$ cat src/rtl/wash_cycle_scheduler_if.sv
// rtl/wash_cycle_scheduler_if.sv - user, status and control signals between scheduler and its neighbours
interface wash_cycle_scheduler_if #(
    parameter int TW = 8
);
    logic          start_req;
    logic          normal_sel;
    logic          quick_sel;
    logic          pause;
    logic          abort;
    logic          soap_wash;
    logic          water_wash;
    logic          motor_on;
    logic          drain_valve_on;
    logic          done;
    logic          start;
    logic          normal_wash;
    logic          quick_wash;
    logic          cycle_time_out;
    logic          spin_time_out;
    logic [3:0]    phase;
    logic [TW-1:0] remaining;
    logic          fault;

    modport master (
        output start_req, normal_sel, quick_sel, pause, abort,
        output soap_wash, water_wash, motor_on, drain_valve_on, done,
        input  start, normal_wash, quick_wash, cycle_time_out, spin_time_out,
        input  phase, remaining, fault
    );

    modport slave (
        input  start_req, normal_sel, quick_sel, pause, abort,
        input  soap_wash, water_wash, motor_on, drain_valve_on, done,
        output start, normal_wash, quick_wash, cycle_time_out, spin_time_out,
        output phase, remaining, fault
    );
endinterface

$ cat src/rtl/wash_cycle_scheduler.sv
// rtl/wash_cycle_scheduler.sv - wash/rinse/spin phase sequencer with prescaled timer, watchdog, pause and abort
module wash_cycle_scheduler #(
    parameter int CLK_PER_TICK = 1000,
    parameter int NORMAL_TICKS = 20,
    parameter int QUICK_TICKS  = 8,
    parameter int RINSE_TICKS  = 6,
    parameter int SPIN_TICKS   = 10,
    parameter int WAIT_LIMIT   = 50,
    parameter int TW           = 8
) (
    input  logic                  clk,
    input  logic                  rst,
    wash_cycle_scheduler_if.slave bus
);
    localparam int PW = $clog2(CLK_PER_TICK);
    localparam logic [PW-1:0] PRESC_MAX = PW'(CLK_PER_TICK - 1);

    typedef enum logic [3:0] {
        S_IDLE       = 4'd0,
        S_ARM        = 4'd1,
        S_WASH       = 4'd2,
        S_WAIT_RINSE = 4'd3,
        S_RINSE      = 4'd4,
        S_WAIT_SPIN  = 4'd5,
        S_SPIN       = 4'd6,
        S_WAIT_DONE  = 4'd7,
        S_FAULT      = 4'd8
    } state_t;

    state_t        r_state;
    logic [PW-1:0] r_presc;
    logic [TW-1:0] r_timer;
    logic [TW-1:0] r_wdog;
    logic          r_start;
    logic          r_normal;
    logic          r_quick;
    logic          r_cto;
    logic          r_sto;
    logic          r_fault;

    logic w_tick;
    logic w_wait;
    logic w_advance;
    logic w_expire;
    logic w_wd_expire;

    assign w_tick      = !bus.pause && (r_presc == PRESC_MAX);
    assign w_expire    = w_tick && (r_timer == TW'(1));
    assign w_wd_expire = w_wait && w_tick && (r_wdog == TW'(WAIT_LIMIT - 1));

    // Status inputs only count in the wait state that expects them.
    always_comb begin
        w_wait    = 1'b0;
        w_advance = 1'b0;
        case (r_state)
            S_ARM:        begin w_wait = 1'b1; w_advance = bus.soap_wash;  end
            S_WAIT_RINSE: begin w_wait = 1'b1; w_advance = bus.water_wash; end
            S_WAIT_SPIN:  begin w_wait = 1'b1; w_advance = bus.motor_on && bus.drain_valve_on; end
            S_WAIT_DONE:  begin w_wait = 1'b1; w_advance = bus.done;       end
            default:      begin w_wait = 1'b0; w_advance = 1'b0;           end
        endcase
    end

    always_ff @(posedge clk or negedge rst) begin
        if (!rst) begin
            r_state  <= S_IDLE;
            r_presc  <= '0;
            r_timer  <= '0;
            r_wdog   <= '0;
            r_start  <= 1'b0;
            r_normal <= 1'b0;
            r_quick  <= 1'b0;
            r_cto    <= 1'b0;
            r_sto    <= 1'b0;
            r_fault  <= 1'b0;
        end else begin
            r_cto <= 1'b0;
            r_sto <= 1'b0;
            if (!bus.pause)
                r_presc <= w_tick ? '0 : r_presc + 1'b1;
            if (w_tick && r_timer != '0)
                r_timer <= r_timer - 1'b1;
            if (w_tick && w_wait)
                r_wdog <= r_wdog + 1'b1;

            if (bus.abort) begin
                r_state  <= S_IDLE;
                r_start  <= 1'b0;
                r_normal <= 1'b0;
                r_quick  <= 1'b0;
                r_fault  <= 1'b0;
                r_timer  <= '0;
                r_presc  <= '0;
                r_wdog   <= '0;
            end else if (w_wd_expire && !w_advance) begin
                r_state  <= S_FAULT;
                r_start  <= 1'b0;
                r_normal <= 1'b0;
                r_quick  <= 1'b0;
                r_fault  <= 1'b1;
                r_presc  <= '0;
                r_wdog   <= '0;
            end else begin
                case (r_state)
                    S_IDLE: begin
                        if (bus.start_req && (bus.normal_sel ^ bus.quick_sel)) begin
                            r_state  <= S_ARM;
                            r_start  <= 1'b1;
                            r_normal <= bus.normal_sel;
                            r_quick  <= bus.quick_sel;
                            r_presc  <= '0;
                            r_wdog   <= '0;
                        end
                    end
                    S_ARM: begin
                        if (w_advance) begin
                            r_state <= S_WASH;
                            r_timer <= r_normal ? TW'(NORMAL_TICKS) : TW'(QUICK_TICKS);
                            r_presc <= '0;
                            r_wdog  <= '0;
                        end
                    end
                    S_WASH: begin
                        if (w_expire) begin
                            r_state <= S_WAIT_RINSE;
                            r_cto   <= 1'b1;
                            r_timer <= '0;
                            r_presc <= '0;
                        end
                    end
                    S_WAIT_RINSE: begin
                        if (w_advance) begin
                            r_state <= S_RINSE;
                            r_timer <= TW'(RINSE_TICKS);
                            r_presc <= '0;
                            r_wdog  <= '0;
                        end
                    end
                    S_RINSE: begin
                        if (w_expire) begin
                            r_state <= S_WAIT_SPIN;
                            r_cto   <= 1'b1;
                            r_timer <= '0;
                            r_presc <= '0;
                        end
                    end
                    S_WAIT_SPIN: begin
                        if (w_advance) begin
                            r_state <= S_SPIN;
                            r_timer <= TW'(SPIN_TICKS);
                            r_presc <= '0;
                            r_wdog  <= '0;
                        end
                    end
                    S_SPIN: begin
                        if (w_expire) begin
                            r_state <= S_WAIT_DONE;
                            r_sto   <= 1'b1;
                            r_timer <= '0;
                            r_presc <= '0;
                        end
                    end
                    S_WAIT_DONE: begin
                        if (w_advance) begin
                            r_state  <= S_IDLE;
                            r_start  <= 1'b0;
                            r_normal <= 1'b0;
                            r_quick  <= 1'b0;
                            r_presc  <= '0;
                            r_wdog   <= '0;
                        end
                    end
                    S_FAULT: begin
                        r_state <= S_FAULT;
                    end
                    default: begin
                        r_state <= S_IDLE;
                    end
                endcase
            end
        end
    end

    assign bus.start          = r_start;
    assign bus.normal_wash    = r_normal;
    assign bus.quick_wash     = r_quick;
    assign bus.cycle_time_out = r_cto;
    assign bus.spin_time_out  = r_sto;
    assign bus.phase          = r_state;
    assign bus.remaining      = r_timer;
    assign bus.fault          = r_fault;
endmodule

$ cat src/flat_wrapper.sv
// flat-port wrapper written by rule: the top's interface ports become plain ports
module wash_cycle_scheduler_flat 
#(
    parameter int CLK_PER_TICK = 1000,
    parameter int NORMAL_TICKS = 20,
    parameter int QUICK_TICKS  = 8,
    parameter int RINSE_TICKS  = 6,
    parameter int SPIN_TICKS   = 10,
    parameter int WAIT_LIMIT   = 50,
    parameter int TW           = 8
)
  (clk, rst, bus_start_req, bus_normal_sel, bus_quick_sel, bus_pause, bus_abort, bus_soap_wash, bus_water_wash, bus_motor_on, bus_drain_valve_on, bus_done, bus_start, bus_normal_wash, bus_quick_wash, bus_cycle_time_out, bus_spin_time_out, bus_phase, bus_remaining, bus_fault);
  wash_cycle_scheduler_if #(.TW(TW)) bus_i ();
  input  logic clk;
  input  logic rst;
  input wire logic [$bits(bus_i.start_req)-1:0] bus_start_req;
  input wire logic [$bits(bus_i.normal_sel)-1:0] bus_normal_sel;
  input wire logic [$bits(bus_i.quick_sel)-1:0] bus_quick_sel;
  input wire logic [$bits(bus_i.pause)-1:0] bus_pause;
  input wire logic [$bits(bus_i.abort)-1:0] bus_abort;
  input wire logic [$bits(bus_i.soap_wash)-1:0] bus_soap_wash;
  input wire logic [$bits(bus_i.water_wash)-1:0] bus_water_wash;
  input wire logic [$bits(bus_i.motor_on)-1:0] bus_motor_on;
  input wire logic [$bits(bus_i.drain_valve_on)-1:0] bus_drain_valve_on;
  input wire logic [$bits(bus_i.done)-1:0] bus_done;
  output wire logic [$bits(bus_i.start)-1:0] bus_start;
  output wire logic [$bits(bus_i.normal_wash)-1:0] bus_normal_wash;
  output wire logic [$bits(bus_i.quick_wash)-1:0] bus_quick_wash;
  output wire logic [$bits(bus_i.cycle_time_out)-1:0] bus_cycle_time_out;
  output wire logic [$bits(bus_i.spin_time_out)-1:0] bus_spin_time_out;
  output wire logic [$bits(bus_i.phase)-1:0] bus_phase;
  output wire logic [$bits(bus_i.remaining)-1:0] bus_remaining;
  output wire logic [$bits(bus_i.fault)-1:0] bus_fault;
  assign bus_i.start_req = bus_start_req;
  assign bus_i.normal_sel = bus_normal_sel;
  assign bus_i.quick_sel = bus_quick_sel;
  assign bus_i.pause = bus_pause;
  assign bus_i.abort = bus_abort;
  assign bus_i.soap_wash = bus_soap_wash;
  assign bus_i.water_wash = bus_water_wash;
  assign bus_i.motor_on = bus_motor_on;
  assign bus_i.drain_valve_on = bus_drain_valve_on;
  assign bus_i.done = bus_done;
  assign bus_start = bus_i.start;
  assign bus_normal_wash = bus_i.normal_wash;
  assign bus_quick_wash = bus_i.quick_wash;
  assign bus_cycle_time_out = bus_i.cycle_time_out;
  assign bus_spin_time_out = bus_i.spin_time_out;
  assign bus_phase = bus_i.phase;
  assign bus_remaining = bus_i.remaining;
  assign bus_fault = bus_i.fault;
  wash_cycle_scheduler #(.CLK_PER_TICK(CLK_PER_TICK), .NORMAL_TICKS(NORMAL_TICKS), .QUICK_TICKS(QUICK_TICKS), .RINSE_TICKS(RINSE_TICKS), .SPIN_TICKS(SPIN_TICKS), .WAIT_LIMIT(WAIT_LIMIT), .TW(TW)) u_core (.clk(clk), .rst(rst), .bus(bus_i));
endmodule
$ cat config.mk
export PLATFORM = sky130hd
export DESIGN_NAME = wash_cycle_scheduler_flat
export DESIGN_NICKNAME = d
export VERILOG_FILES = /design/src/rtl/wash_cycle_scheduler_if.sv /design/src/rtl/wash_cycle_scheduler.sv /design/src/flat_wrapper.sv
export SDC_FILE = /design/constraint.sdc
export NUM_CORES = 1
export LEC_CHECK = 0
export ABC_CLOCK_PERIOD_IN_PS = 2300
export CAP_MARGIN = 20
export CORE_MARGIN = 2
export CORE_UTILIZATION = 40
export DETAILED_ROUTE_END_ITERATION = 6
export GPL_ROUTABILITY_DRIVEN = 0
export GPL_TIMING_DRIVEN = 0
export PLACE_DENSITY = 0.59
export SETUP_SLACK_MARGIN = 0.2
export SYNTH_ARGS = -nofsm -noshare
export SYNTH_HDL_FRONTEND = slang
export SYNTH_SLANG_ARGS = --single-unit
$ cat constraint.sdc
create_clock -name clk -period 2.3 [get_ports clk]
set_input_delay 0.46 -clock clk [delete_from_list [all_inputs] [get_ports clk]]
set_output_delay 0.46 -clock clk [all_outputs]
set_load 0.05 [all_outputs]
* Word-level counts from Yosys, hierarchy flattened
Index checks and enable logic that the tools add are counted.
** Word-level totals
- Register bits after elaboration :: 36
- Bits in latches :: 0
- Bits in writable memories :: 0
- ROM bits :: 0
- Input port bits :: 12
- Output and inout port bits :: 18
- Word-level logic and storage cells :: 110
- Memories kept :: 0
** Cells by class
- $add $sub $neg :: 3
- Multipliers :: 0
- Divide/modulo/power cells :: 0
- Magnitude comparators :: 0
- Eq/ne operators :: 19
- Shifts and indexed selects :: 0
- Mux-type cells :: 58
- Bitwise logic cells :: 1
- Reduce and logical (&&, ||, !) cells :: 19
** Operator list (number)
- 8-bit 2-to-1 mux :: 12
- 10-bit 2-to-1 mux :: 7
- 4-bit 2-to-1 mux :: 10
- 4-bit one-hot mux with 9 select lines :: 1
- 4-bit by 2-bit != test with 1-bit output, second input constant :: 8
- 8-bit one-hot mux with 4 select lines :: 1
- 10-bit one-hot mux with 3 select lines :: 1
- 1-bit 2-to-1 mux :: 20
- 4-bit by 3-bit == test with 1-bit output, second input constant :: 4
- 8-bit one-hot mux with 2 select lines :: 1
- 10-bit by 1-bit adder with 10-bit output, second input constant :: 1
- 10-bit == test, second input constant :: 1
- 8-bit by 1-bit adder with 8-bit output, second input constant :: 1
- 4-bit by 2-bit == test with 1-bit output, second input constant :: 2
- 8-bit by 1-bit == test with 1-bit output, second input constant :: 1
- 8-bit by 6-bit == test with 1-bit output, second input constant :: 1
- 1-bit logical AND :: 8
- 8-bit AND reduction :: 1
- 8-bit nonzero test :: 1
- 8-bit by 1-bit subtractor with 8-bit output, second input constant :: 1
- 1-bit one-hot mux with 2 select lines :: 3
- 5-bit 2-to-1 mux :: 1
- 4-bit by 1-bit == test with 1-bit output, second input constant :: 1
- 4-bit == test, second input constant :: 1
- 10 further kinds :: 11

* Logic depth before layout (Yosys ltp)
- Word-level depth :: 9
- Depth in mapped cells :: 9
- Gate-level depth less buffers :: 6

* Worst setup path after synthesis
No wires, ideal clock.
- Path type :: register -> register
- Start point :: reg u_core.r_timer[0] (netlist: u_core.bus.remaining[0])
- End point :: reg u_core.r_timer[6] (netlist: u_core.bus.remaining[6])
- Library setup time :: 0.134 ns
- Data arrival time :: 2.091 ns
- Slack :: 0.075 ns
- Cell stages (with the launch flop) :: 7
- Buffers on the path :: 0
- Period minus slack after synthesis :: 2.225 ns
- Cells stage by stage :: dfrtp_1 inv_1 ha_1 a21boi_1 or4b_2 xor2_1 nor2_1
** Between the ends
- Word-level cells in the longest chain between the ends :: 7
- Elaborated cells between the ends (all ways) :: 13
- Classes of those cells :: add/sub (1); eq/ne (1); mux (8); reduce/logical (3)
** Ends and longest elaborated chain
- start: declaration :: line wash_cycle_scheduler.sv:32 : logic [TW-1:0] r_timer;
- start signal: assignment :: line wash_cycle_scheduler.sv:82 : r_timer <= r_timer - 1'b1;
- start signal: assignment :: line wash_cycle_scheduler.sv:118 : r_timer <= r_normal ? TW'(NORMAL_TICKS) : TW'(QUICK_TICKS);
- start signal: assignment :: line wash_cycle_scheduler.sv:134 : r_timer <= TW'(RINSE_TICKS);
- parallel branches: the longest is 5 deep, another holds 8-bit by 1-bit subtractor with 8-bit output
- 8-bit 2-to-1 mux (*) :: line wash_cycle_scheduler.sv:95 : end else if (w_wd_expire && !w_advance) begin
- 8-bit 2-to-1 mux (*) :: line wash_cycle_scheduler.sv:86 : if (bus.abort) begin
Every way passes the cells marked *.
A chain may end at the register's enable or synchronous reset.

* Worst setup path after layout
- Start point :: reg u_core.r_timer[4] (netlist: u_core.bus.remaining[4])
- End point :: out bus_remaining[4]
** RTL lines
- end: declaration :: line flat_wrapper.sv:32 : output wire logic [$bits(bus_i.remaining)-1:0] bus_remaining;
No word-level cell between the ends.

==> impl_metrics.py <==
metrics = {
    "status": {
        "outcome": "finished, final reports clean",
    },
    "yosys": {
        "yosys_most_used_dff": "dfrtp_1",
        "synthDistinctLibCells": 57,
        "synth_fp_nets": 257,
        "synthArstFlopShare_pct": 100,
        "seq_area_frac_synth_pct": 40.3,
        "syn_area_per_cell_um2": 9.36,
        "synth_edf_count": 0,
        "synth_seq_cells": 36,
        "ys_warn_count": 0,
        "netlist_area_um2": 2240,
        "synth_cells": 239,
    },
    "finish": {
        "antenna_cells": 0,
        "final_common_cell": "dfrtp_1",
        "nets": 296,
        "final_cells": 350,
        "fill_cells": 539,
        "syn_to_final_growth_pct": 25.5,
        "final_cell_mix": "dfrtp_1, nor2_1, clkdlybuf4s50_1",
        "drive_above_1_share_pct": 15.5,
        "finalInstanceArea_um2": 2810,
    },
    "setup_path": {
        "crit_chain": "clkdlybuf4s50_1",
        "start_kind": "flop",
        "cp-end-kind": "output pin",
        "cp_max_fo": 6,
        "criticalPathCategory": "reg -> out",
        "cp_num_buf_inv": 1,
        "cpMaxStageDelayCell": "clkdlybuf4s50_1",
        "crit_family": "buffers and inverters",
        "worstPathArrival_ns": 1.63,
        "cp.required_ns": 1.84,
        "cpPeakStageDelay_ns": 0.85,
    },
    "placement": {
        "numPortBuffers": 28,
        "post-dp-hpwl_um": 3700,
        "post_dp_cell_area_um2": 2610,
        "placedCellCount": 339,
    },
    "floorplan": {
        "start_util_pct": 41.1,
        "core.rowCount": 27,
        "io-pin-count": 30,
        "dieArea_um2": 6210,
        "die_w_um": 78.8,
        "core_area_um2": 5440,
        "die_h_um": 78.8,
    },
    "power_and_ir_drop": {
        "pwr-share-seq_pct": 47.6,
        "p_switching_uw": 374,
        "power_frac_comb_pct": 17.0,
        "vdd_drop_max_uv": 278,
        "power_leakage_nw": 1.17,
        "sw_frac_of_total_pct": 27.1,
        "internal_power_mw": 1.01,
        "power.density_nw_per_um2": 491,
        "power_frac_clock_pct": 35.4,
    },
    "sta": {
        "finClkSkew_ns": 0.00214,
        "worst_slew_pin_slew_ns": 0.816,
        "relSlewSlack_pct": 45.6,
        "setup_viol": 0,
        "fin_crit_sh_pct": 90.7,
        "fmax_mhz": 479,
        "rsz0062_at_grt": "yes",
        "hold_viol": 0,
        "slew_viol_final": 0,
        "post-route-min-period_ns": 2.09,
    },
    "global_routing": {
        "grt_start_max_net_pins": 37,
        "grt_pass1_vias": 1770,
        "grt_util_all_layers_pct": 17.5,
        "grt_pass1_wl_um": 8600,
        "grt_overflow": 0,
        "grt_antenna_before_repair": 0,
    },
    "clocking": {
        "cts.sinks": 36,
        "cts_tree": "done",
        "postCtsHoldBufs": 0,
        "clock-root-buffer": "clkbuf_8",
        "htreeDepth": 2,
        "clk_path_buf_depth": 2,
        "path_clk_slew_ns": 0.07,
        "worstSkewPairLatency_ns": 0.28,
        "cts_buffers": 5,
    },
    "detailed_routing": {
        "totalWireLength_um": 5150,
        "postRouteAntennaNets": 0,
        "wl_per_cell_um": 14.7,
        "drtPass1Iterations": 4,
        "via_count": 1930,
        "via_per_inst": 5.51,
        "drc": 0,
        "drt_iter0_drc": 75,
    },
    "min_path": {
        "hp-class": "in -> async",
    },
    "job": {
        "maxCapViolations": 0,
    },
}
routing by layer:
layer  vias up  track usage [%]  routed length, um
li1        946                -                  -
met1       943             23.2               2420
met2        34             28.5               2500
met3         7             3.86                168
met4         0             5.44                 63
met5         -                0                  0
cells by family (layout without fill, tap and decap cells):
kind of cell / after synthesis / after routing / synth area share [%]
AOI/OAI and AO/OA: 43 / 43 / 14.3
adders and majority gates: 6 / 6 / 3.36
DFF: 36 / 36 / 40.3
and+or+nand+nor: 110 / 110 / 28.1
muxes: 3 / 3 / 1.34
xor gates and xnor gates: 21 / 21 / 8.22
buffers and inverters: 20 / 59 / 4.42
final timing paths:
kind	startpoint	end	slack, ns	cells past startpoint
hold / removal	rst	u_core.r_presc[8]$_DFF_PN0_	0.27	1
hold reg to reg	u_core.bus.fault$_DFFE_PN0P_	u_core.bus.fault$_DFFE_PN0P_	0.51	2
setup / recovery	u_core.bus.remaining[4]$_DFF_PN0_	bus_remaining[4]	0.21	1
max in group asynchronous	rst	u_core.bus.phase[3]$_DFFE_PN0P_	1.47	1
setup reg to reg	u_core.r_presc[1]$_DFF_PN0_	u_core.bus.remaining[6]$_DFF_PN0_	0.29	7
min in group clk	u_core.bus.fault$_DFFE_PN0P_	u_core.bus.fault$_DFFE_PN0P_	0.51	2
through the flow:
step | utilization, % | power (mW) | setup slack (ns) | TNS [ns] | hold slack (ns)
2_1_floorplan | - | 0.805 | 0.0953 | 0 | 0.164
3_3_place_gp | 48.0 | 0.882 | -0.366 | -9.35 | 0.498
3_5_place_dp | 47.9 | 0.882 | -0.369 | -5.20 | 0.490
4_1_cts | 50.1 | 1.38 | 0.201 | 0 | 0.302
5_1_grt | 51.6 | 1.44 | 0.181 | 0 | 0.346
6_report | 51.6 | 1.38 | 0.213 | 0 | 0.266
synth_stat cells, drive strengths merged, types with 4 or more instances:
cell type | count | area [um2]
a21oi | 9 | 45.0
a31oi | 7 | 43.8
and3 | 6 | 37.5
buf | 11 | 65.1
dfrtp | 36 | 901
ha | 6 | 75.1
inv | 8 | 30.0
nand2 | 14 | 52.6
nand3b | 4 | 30.0
nand4 | 8 | 50.1
nor2 | 29 | 109
nor2b | 4 | 25.0
nor3 | 21 | 110
o21ai | 6 | 33.8
xnor2 | 7 | 61.3
xor2 | 14 | 123
layout make-up:
class	count	area [um2]	share of cell area, %
flip-flops and latches	36	903	32.2
repair buffers	32	309	11.0
clock buffers	7	96.3	3.43
plain buffers	12	73.8	2.63
multi-input cells	183	1310	46.5
well taps	72	90.1	3.21
inverters	8	30.0	1.07
power groups by stage:
stage	logic (mW)	registers, mW	clock network, mW
2_1_floorplan	0.110	0.695	0
3_3_place_gp	0.214	0.669	0
3_5_place_dp	0.213	0.669	0
4_1_cts	0.218	0.657	0.505
5_1_grt	0.256	0.658	0.527
6_report	0.234	0.656	0.489
registers in the layout, summed over array words and instances, names as in the netlist:
signal,cells
u_core.bus.fault,1
u_core.r_wdog,8
u_core.bus.spin_time_out,1
u_core.bus.cycle_time_out,1
u_core.bus.phase,4
u_core.bus.normal_wash,1
u_core.bus.remaining,8
u_core.bus.start,1
u_core.r_presc,10
u_core.bus.quick_wash,1
repair_timing:
item | 4_1_cts | 5_1_grt
buffers inserted | 0 | 4
pin swaps | 1 | 1
endpoints found under the setup margin | 26 | 24
gates resized for setup | 6 | 11
Power figures use the tool's default switching activity.
